$ cat config.mk
export PLATFORM = sky130hd
export DESIGN_NAME = addr_bus_driver
export DESIGN_NICKNAME = d
export VERILOG_FILES = /design/src/rtl/addr_bus_driver.sv
export SDC_FILE = /design/constraint.sdc
export NUM_CORES = 1
export LEC_CHECK = 0
export CAP_MARGIN = 20
export CORE_UTILIZATION = 43
export DETAILED_ROUTE_END_ITERATION = 12
export PLACE_DENSITY = 0.9
export SLEW_MARGIN = 10
export SYNTH_ARGS = -nofsm -noshare
export SYNTH_HDL_FRONTEND = slang
export SYNTH_SLANG_ARGS = --single-unit
$ cat constraint.sdc
create_clock -name clk -period 2.96 [get_ports clk]
set_clock_uncertainty 0.15 [all_clocks]
set_input_delay 0.592 -clock clk [delete_from_list [all_inputs] [get_ports clk]]
set_output_delay 0.592 -clock clk [all_outputs]
set_load 0.02 [all_outputs]
$ cat src/rtl/addr_bus_driver.sv
// -----------------------------------------------------------------------------
// addr_bus_driver
// Arbitrates five address sources (M, XY, J, PC, INC) onto one shared address
// bus. Each transaction runs SETTLE -> VALID -> RELEASE. The winner's address
// is captured at grant time and held until the transaction ends.
//
// Optional build macro: ADDR_BUS_ROUND_ROBIN_EN
//   undefined : fixed priority PC > M > XY > J > INC, no pointer register
//   defined   : round-robin, pointer advances past the owner only on ack
// -----------------------------------------------------------------------------
module addr_bus_driver #(
  parameter int ADDR_BUS_WIDTH = 8,
  parameter int SETTLE_CYCLES  = 2,
  parameter int HOLD_CYCLES    = 1
) (
  input  logic                      clk,
  input  logic                      rst,
  input  logic [4:0]                req,
  input  logic [ADDR_BUS_WIDTH-1:0] addr_m,
  input  logic [ADDR_BUS_WIDTH-1:0] addr_xy,
  input  logic [ADDR_BUS_WIDTH-1:0] addr_j,
  input  logic [ADDR_BUS_WIDTH-1:0] addr_pc,
  input  logic [ADDR_BUS_WIDTH-1:0] addr_inc,
  output logic [ADDR_BUS_WIDTH-1:0] address,
  output logic                      addr_oe,
  output logic                      addr_valid,
  output logic [4:0]                grant,
  output logic                      ack,
  output logic                      busy
);

  typedef enum logic [1:0] {
    S_IDLE    = 2'd0,
    S_SETTLE  = 2'd1,
    S_VALID   = 2'd2,
    S_RELEASE = 2'd3
  } state_t;

  localparam logic [3:0] SETTLE_LAST = 4'(SETTLE_CYCLES - 1);
  localparam logic [3:0] HOLD_LAST   = 4'(HOLD_CYCLES - 1);

  state_t                    r_state;
  state_t                    w_nxt_state;
  logic [3:0]                r_cnt;
  logic [3:0]                w_nxt_cnt;
  logic                      w_nxt_ack;
  logic [4:0]                w_grant_sel;
  logic [ADDR_BUS_WIDTH-1:0] w_mux_addr;
  logic                      w_owner_req;

  logic [ADDR_BUS_WIDTH-1:0] r_address;
  logic                      r_addr_oe;
  logic                      r_addr_valid;
  logic [4:0]                r_grant;
  logic                      r_ack;
  logic                      r_busy;

`ifdef ADDR_BUS_ROUND_ROBIN_EN
  logic [2:0] r_rr_ptr;
  logic [2:0] w_ptr_after;

  // Round-robin pick: scan from the pointer upward, wrapping INC -> M
  function automatic logic [4:0] arb_rr(input logic [4:0] r, input logic [2:0] ptr);
    logic [4:0] g;
    logic       found;
    logic [3:0] idx;
    g     = 5'b00000;
    found = 1'b0;
    for (int i = 0; i < 5; i++) begin
      idx = {1'b0, ptr} + 4'(i);
      if (idx > 4'd4) begin
        idx = idx - 4'd5;
      end else begin
        idx = idx;
      end
      if (!found && r[idx[2:0]]) begin
        g[idx[2:0]] = 1'b1;
        found       = 1'b1;
      end else begin
        found = found;
      end
    end
    return g;
  endfunction

  // Pointer value that makes the source after the current owner highest
  always_comb begin
    w_ptr_after = r_rr_ptr;
    case (r_grant)
      5'b00001: w_ptr_after = 3'd1;
      5'b00010: w_ptr_after = 3'd2;
      5'b00100: w_ptr_after = 3'd3;
      5'b01000: w_ptr_after = 3'd4;
      5'b10000: w_ptr_after = 3'd0;
      default:  w_ptr_after = r_rr_ptr;
    endcase
  end

  // Pointer advances only on a completed transaction, never on abort
  always_ff @(posedge clk or posedge rst) begin
    if (rst) begin
      r_rr_ptr <= 3'd0;
    end else if (r_ack) begin
      r_rr_ptr <= w_ptr_after;
    end else begin
      r_rr_ptr <= r_rr_ptr;
    end
  end

  assign w_grant_sel = arb_rr(req, r_rr_ptr);
`else
  // Fixed priority pick: PC > M > XY > J > INC
  function automatic logic [4:0] arb_fixed(input logic [4:0] r);
    logic [4:0] g;
    g = 5'b00000;
    if (r[3]) begin
      g = 5'b01000;
    end else if (r[0]) begin
      g = 5'b00001;
    end else if (r[1]) begin
      g = 5'b00010;
    end else if (r[2]) begin
      g = 5'b00100;
    end else if (r[4]) begin
      g = 5'b10000;
    end else begin
      g = 5'b00000;
    end
    return g;
  endfunction

  assign w_grant_sel = arb_fixed(req);
`endif

  // One-hot address mux for the arbitration winner
  always_comb begin
    w_mux_addr = ({ADDR_BUS_WIDTH{w_grant_sel[0]}} & addr_m)
               | ({ADDR_BUS_WIDTH{w_grant_sel[1]}} & addr_xy)
               | ({ADDR_BUS_WIDTH{w_grant_sel[2]}} & addr_j)
               | ({ADDR_BUS_WIDTH{w_grant_sel[3]}} & addr_pc)
               | ({ADDR_BUS_WIDTH{w_grant_sel[4]}} & addr_inc);
  end

  // The current owner still requesting; losing it aborts the transaction
  assign w_owner_req = ((req & r_grant) != 5'b00000);

  // Next-state, cycle counter and ack decision
  always_comb begin
    w_nxt_state = r_state;
    w_nxt_cnt   = r_cnt;
    w_nxt_ack   = 1'b0;
    case (r_state)
      S_IDLE: begin
        w_nxt_cnt = 4'd0;
        if (req != 5'b00000) begin
          w_nxt_state = S_SETTLE;
        end else begin
          w_nxt_state = S_IDLE;
        end
      end
      S_SETTLE: begin
        if (!w_owner_req) begin
          w_nxt_state = S_RELEASE;
          w_nxt_cnt   = 4'd0;
        end else if (r_cnt == SETTLE_LAST) begin
          w_nxt_state = S_VALID;
          w_nxt_cnt   = 4'd0;
          w_nxt_ack   = (HOLD_LAST == 4'd0);
        end else begin
          w_nxt_cnt = r_cnt + 4'd1;
        end
      end
      S_VALID: begin
        if (!w_owner_req || (r_cnt == HOLD_LAST)) begin
          w_nxt_state = S_RELEASE;
          w_nxt_cnt   = 4'd0;
        end else begin
          w_nxt_cnt = r_cnt + 4'd1;
          w_nxt_ack = ((r_cnt + 4'd1) == HOLD_LAST);
        end
      end
      S_RELEASE: begin
        w_nxt_state = S_IDLE;
        w_nxt_cnt   = 4'd0;
      end
      default: begin
        w_nxt_state = S_IDLE;
        w_nxt_cnt   = 4'd0;
      end
    endcase
  end

  // State, counter and registered bus outputs derived from the next state
  always_ff @(posedge clk or posedge rst) begin
    if (rst) begin
      r_state      <= S_IDLE;
      r_cnt        <= 4'd0;
      r_address    <= {ADDR_BUS_WIDTH{1'b0}};
      r_addr_oe    <= 1'b0;
      r_addr_valid <= 1'b0;
      r_grant      <= 5'b00000;
      r_ack        <= 1'b0;
      r_busy       <= 1'b0;
    end else begin
      r_state <= w_nxt_state;
      r_cnt   <= w_nxt_cnt;
      r_ack   <= w_nxt_ack;
      r_busy  <= (w_nxt_state != S_IDLE);
      case (w_nxt_state)
        S_SETTLE: begin
          r_addr_oe    <= 1'b1;
          r_addr_valid <= 1'b0;
          if (r_state == S_IDLE) begin
            r_address <= w_mux_addr;
            r_grant   <= w_grant_sel;
          end else begin
            r_address <= r_address;
            r_grant   <= r_grant;
          end
        end
        S_VALID: begin
          r_addr_oe    <= 1'b1;
          r_addr_valid <= 1'b1;
          r_address    <= r_address;
          r_grant      <= r_grant;
        end
        default: begin
          r_addr_oe    <= 1'b0;
          r_addr_valid <= 1'b0;
          r_address    <= {ADDR_BUS_WIDTH{1'b0}};
          r_grant      <= 5'b00000;
        end
      endcase
    end
  end

  assign address    = r_address;
  assign addr_oe    = r_addr_oe;
  assign addr_valid = r_addr_valid;
  assign grant      = r_grant;
  assign ack        = r_ack;
  assign busy       = r_busy;

endmodule
# Yosys cells after proc, flatten, opt, wreduce, memory -nomap -nowiden
# Index checks and enable logic that the tools add are counted.
# word_totals
latchBits	0
input_bits	47
memories	0
romBits	0
out_inout_bits	17
ram_bits	0
regBits	23
# classes
bitwise	11
n_eq_ne	7
add_sub_neg	1
n_lt_le_gt_ge	0
shift	0
reduce_logical	11
multipliers	0
mux	24
div	0
# ops
op	n
bitwise AND 8 bit	5
OR 8 bit	4
two-way mux 5 bit	6
case mux 8 bit (2 select lines)	1
two-way mux 4 bit	3
case mux 4 bit (3 select lines)	1
case mux 5 bit (2 select lines)	1
nonzero test 5 bit	2
zero test 4 bit	2
two-way mux 8 bit	1
case mux 2 bit (4 select lines)	1
equality test 2 bit, second input constant	3
two-way mux 1 bit	6
two-way mux 2 bit	3
bitwise AND 5 bit	1
adder 4 x 1 -> 4 bit, second input constant	1
equality test 2 x 1 -> 1 bit, second input constant	2
equality test 4 x 1 -> 1 bit, second input constant	1
OR reduction 2 bit	2
zero test 2 bit	1
inequality test 2 bit, second input constant	1
case mux 1 bit (2 select lines)	1
AND reduction 2 bit	1
nonzero test 2 bit	1
3 further kinds	3

# Logic depth before layout (Yosys ltp)
# depth
depth_word	12
mapped_depth	10
ltp_nobuf	9

# Worst setup path after synthesis
# Ideal clock, no wire load.
# synth_path
path_type	input-to-reg
from	input port req[4]
to	register r_address[3], in the netlist address[3]
arrival_time_ns	2.361
path_buffers	1
cell_stages	8
slack_ns	0.310
cell_sequence	a222oi_1 > nand2_1 > a311o_1 > ha_1 > nor2b_1 > clkbuf_1 > a211oi_1 > a32oi_1
# synth_via
elab_chain_cells	9
# synth_rtl
item	line	text
from (decl)	18	input logic [4:0] req,
bitwise AND 5 bit or two-way mux 5 bit (tied branches)	145, 124	
nonzero test 5 bit or two-way mux 5 bit (tied branches)	145, 122	
zero test 1 bit or two-way mux 5 bit (tied branches)	174, 120	
logical OR 1 bit or two-way mux 5 bit (tied branches)	174, 118	
two-way mux 2 bit or two-way mux 5 bit (tied branches)	174, 116	
case mux 2 bit (4 select lines) or bitwise AND 8 bit (tied branches)	152, 141	
equality test 2 x 1 -> 1 bit, or another cell as far along	209	case (w_nxt_state)
inequality test 2 bit (no source line), or another cell as far along	n/a	
AND reduction 2 bit (no source line) or case mux 8 bit (2 select lines) (tied branches)	n/a	
to (signal assigned)	214	r_address <= w_mux_addr;
to (signal assigned)	217	r_address <= r_address;
to (signal assigned)	224	r_address <= r_address;
to (decl)	51	logic [ADDR_BUS_WIDTH-1:0] r_address;
# Several ways; a longest one is shown, not always the timed one. The select of a mux whose other input is x is not followed.
# A chain may end at the register's enable or synchronous reset.

# Worst setup path after layout
# layout_path
from	input port req[3]
to	register r_grant[1], in the netlist grant[1]
# layout_via
elab_chain_cells	9
# layout_rtl
item	line	text
bitwise AND 5 bit	145	assign w_owner_req = ((req & r_grant) != 5'b00000);
nonzero test 5 bit	145	
zero test 1 bit	174	if (!w_owner_req || (r_cnt == HOLD_LAST)) begin
logical OR 1 bit	174	
two-way mux 2 bit	174	
case mux 2 bit (4 select lines) *	152	case (r_state)
via w_nxt_state[0]	43	state_t w_nxt_state;
equality test 2 x 1 -> 1 bit or equality test 2 bit (tied branches)	209	
inequality test 2 bit (no source line) or NOT 1 bit (tied branches)	n/a	
AND reduction 2 bit (no source line)	n/a	
to (signal assigned)	215	r_grant <= w_grant_sel;
to (signal assigned)	218	r_grant <= r_grant;
to (signal assigned)	225	r_grant <= r_grant;
to (decl)	54	logic [4:0] r_grant;
# Mark *: on every way through the listed nets, which the timed path passes. The rest lies on a longest branch. The select of a mux whose other input is x is not followed.

==> flow_metrics.tcl <==
set metrics [dict create \
    status "complete, no violations" \
    ys_ff_latch 23 \
    remaining_drc_errors 0 \
    antenna_found_initial 0 \
    postLayoutCoreUtil_pct 73.6 \
    final_cells 294 \
    grt_max_degree 24 \
    ys.flop_type "dfrtp_1" \
    min_path_type "flop to flop" \
    track_usage_pct 24.3 \
    hpwlAfterDp_mm 3.43 \
    yosys_warnings 0 \
    period_share_pct 94.6 \
    worst_pin_slew_ns 0.913 \
    seq_area_frac_synth_pct 36.0 \
    p_leak_nw 1.07 \
    cts_sinks 23 \
    firstDrtPassIters 5 \
    die_y_um 63.0 \
    wirelength_mm 4.77 \
    die_area_um2 3970 \
    synth_edf_count 0 \
    grt_pass1_wl_mm 7.52 \
    drtAntennaViolNets 0 \
    required_ns 3.01 \
    port_buffers 63 \
    area_growth_pct 58.4 \
    setup_violations 0 \
    nets 307 \
    fillerInstances 230 \
    worst-setup-path-type "input pin to flop" \
    cp_data_arrival_time_ns 2.85 \
    n_antenna_cell 0 \
    crit_fanout 21 \
    drv_cap 0 \
    start_util_pct 46.5 \
    cts-buffers-inserted 3 \
    clk_path_buf_depth 2 \
    pwr_density_cell_nw_per_um2 814 \
    syn_area_um2 1600 \
    rows 21 \
    synthCells 171 \
    min_period_ns 2.80 \
    relSlewSlack_pct 39.0 \
    wire_per_inst_um 16.2 \
    cp-start-kind "input pin" \
    cts_tree "built" \
    coreArea_um2 3440 \
    h-tree-depth 1 \
    dp.cells 288 \
    cts_root_buf "clkbuf_8" \
    grt_pass1_vias 1624 \
    final_cell_mix "clkdlybuf4s50_1, dfrtp_1, buf_4" \
    synthArstFlopShare_pct 100 \
    synth_nets 229 \
    synthDistinctLibCells 39 \
    grt.overflow.total 0 \
    clkTransAtPathRegs_ns 0.09 \
    avgViaCountPerCell 5.74 \
    ir_drop_uv 418 \
    vias 1688 \
    final-max-slew-violation-count 0 \
    layout_commonest_cell "clkdlybuf4s50_1" \
    cts_hold_buf 0 \
    synth_area_per_cell_um2 9.36 \
    ioPinCount 64 \
    drive_gt1_share_pct 16.5 \
    hold_violations 0 \
    max_freq_mhz 357 \
    gp_congestion 0.850 \
    worstSkewPairLatency_ns 0.27 \
    crit_path_end_kind "flop" \
    die_w_um 63.0 \
    first_iter_violations 110 \
]
-- area by class of cell --
class / count / area [um2] / area share (%)
Multi-Input combinational cell: 121 / 961 / 37.9
Timing Repair Buffer: 86 / 842 / 33.2
Sequential cell: 23 / 576 / 22.7
Tap cell: 46 / 57.6 / 2.27
Inverter: 14 / 52.6 / 2.07
Clock buffer: 3 / 41.3 / 1.63
Clock inverter: 1 / 5.00 / 0.197
-- worst max-delay path, stage by stage --
cell	delay, ns
clkdlybuf4s50_1	0.49
buf_6	0.20
nor4_1	0.07
buf_4	0.14
a21boi_0	0.24
a22o_1	0.20
ha_2	0.18
buf_4	0.13
or4bb_1	0.47
o21ai_1	0.14
-- per-stage QoR --
stage	instance area (um2)	hold WS (ns)	setup WS (ns)	setup TNS, ns	power [W]
2_1_floorplan	1600	0.398	0.310	0	0.00108
3_3_place_gp	2380	0.371	-0.127	-1.33	0.00156
3_5_place_dp	2380	0.381	-0.265	-2.34	0.00160
4_1_cts	2430	0.393	0.00491	0	0.00180
5_1_grt	2530	0.418	-0.00251	-0.00251	0.00221
6_report	2530	0.395	0.160	0	0.00206
-- sequential cells by signal, summed over array words and instances (netlist names) --
signal / cells
address: 8
grant: 5
r_cnt: 4
r_state: 2
ack: 1
addr_oe: 1
addr_valid: 1
busy: 1
-- cells by family after synthesis --
kind of cell / share of synthesized area, %
buffers and inverters: 8.13
AND/OR/NAND/NOR: 17.6
adder cells (fa/ha/maj): 8.60
flip-flops: 36.0
XOR/XNOR: 1.09
AO/OA/AOI/OAI: 28.0
multiplexers: 0.626
-- per-layer routing --
metal  part of all wire [%]  wire length [um]  up-vias  track usage [%]
li1                       -                 -      800                -
met1                     42              2000      808             32.5
met2                     49              2340       68             37.9
met3                    7.0               336       12             4.93
met4                    2.1                99        0             9.88
met5                      0                 0        -                0
-- worst paths after layout --
kind | start | end | slack [ns] | cells after the start
worst min register to register | address[4] | address[4] | 0.40 | 2
worst max register to register | r_cnt[1] | address[2] | 0.23 | 10
worst max-delay path | req[3] | grant[1] | 0.16 | 10
max in group asynchronous | rst | r_cnt[3] | 1.43 | 2
worst min-delay path | address[4] | address[4] | 0.40 | 2
min in group asynchronous | rst | address[0] | 0.67 | 2
-- where the power goes --
| part | switching, W | internal (W) |
|---|---|---|
| clock network | 0.000108 | 0.0000943 |
| logic | 0.000685 | 0.000733 |
| registers | 0.0000522 | 0.000390 |
| total | 0.000845 | 0.00122 |
-- Yosys cell counts, types with 3 or more instances --
cell type	count	area, um2
a211oi_1	10	75.1
nand3_1	10	50.1
ha_1	11	138
o21ai_0	16	80.1
nor2_1	4	15.0
a22o_1	10	87.6
a21oi_1	9	45.0
nand3b_1	10	75.1
buf_6	3	33.8
nor3_1	3	15.0
buf_2	4	20.0
clkbuf_1	5	18.8
inv_1	14	52.6
nand2_1	5	18.8
a32oi_1	8	70.1
dfrtp_1	23	576
-- timing repair --
item                       CTS  global route
gates resized for setup      0            19
setup buffers                0             1
setup endpoints to repair    0            13
Note: power is estimated with default switching activity, not from simulation.
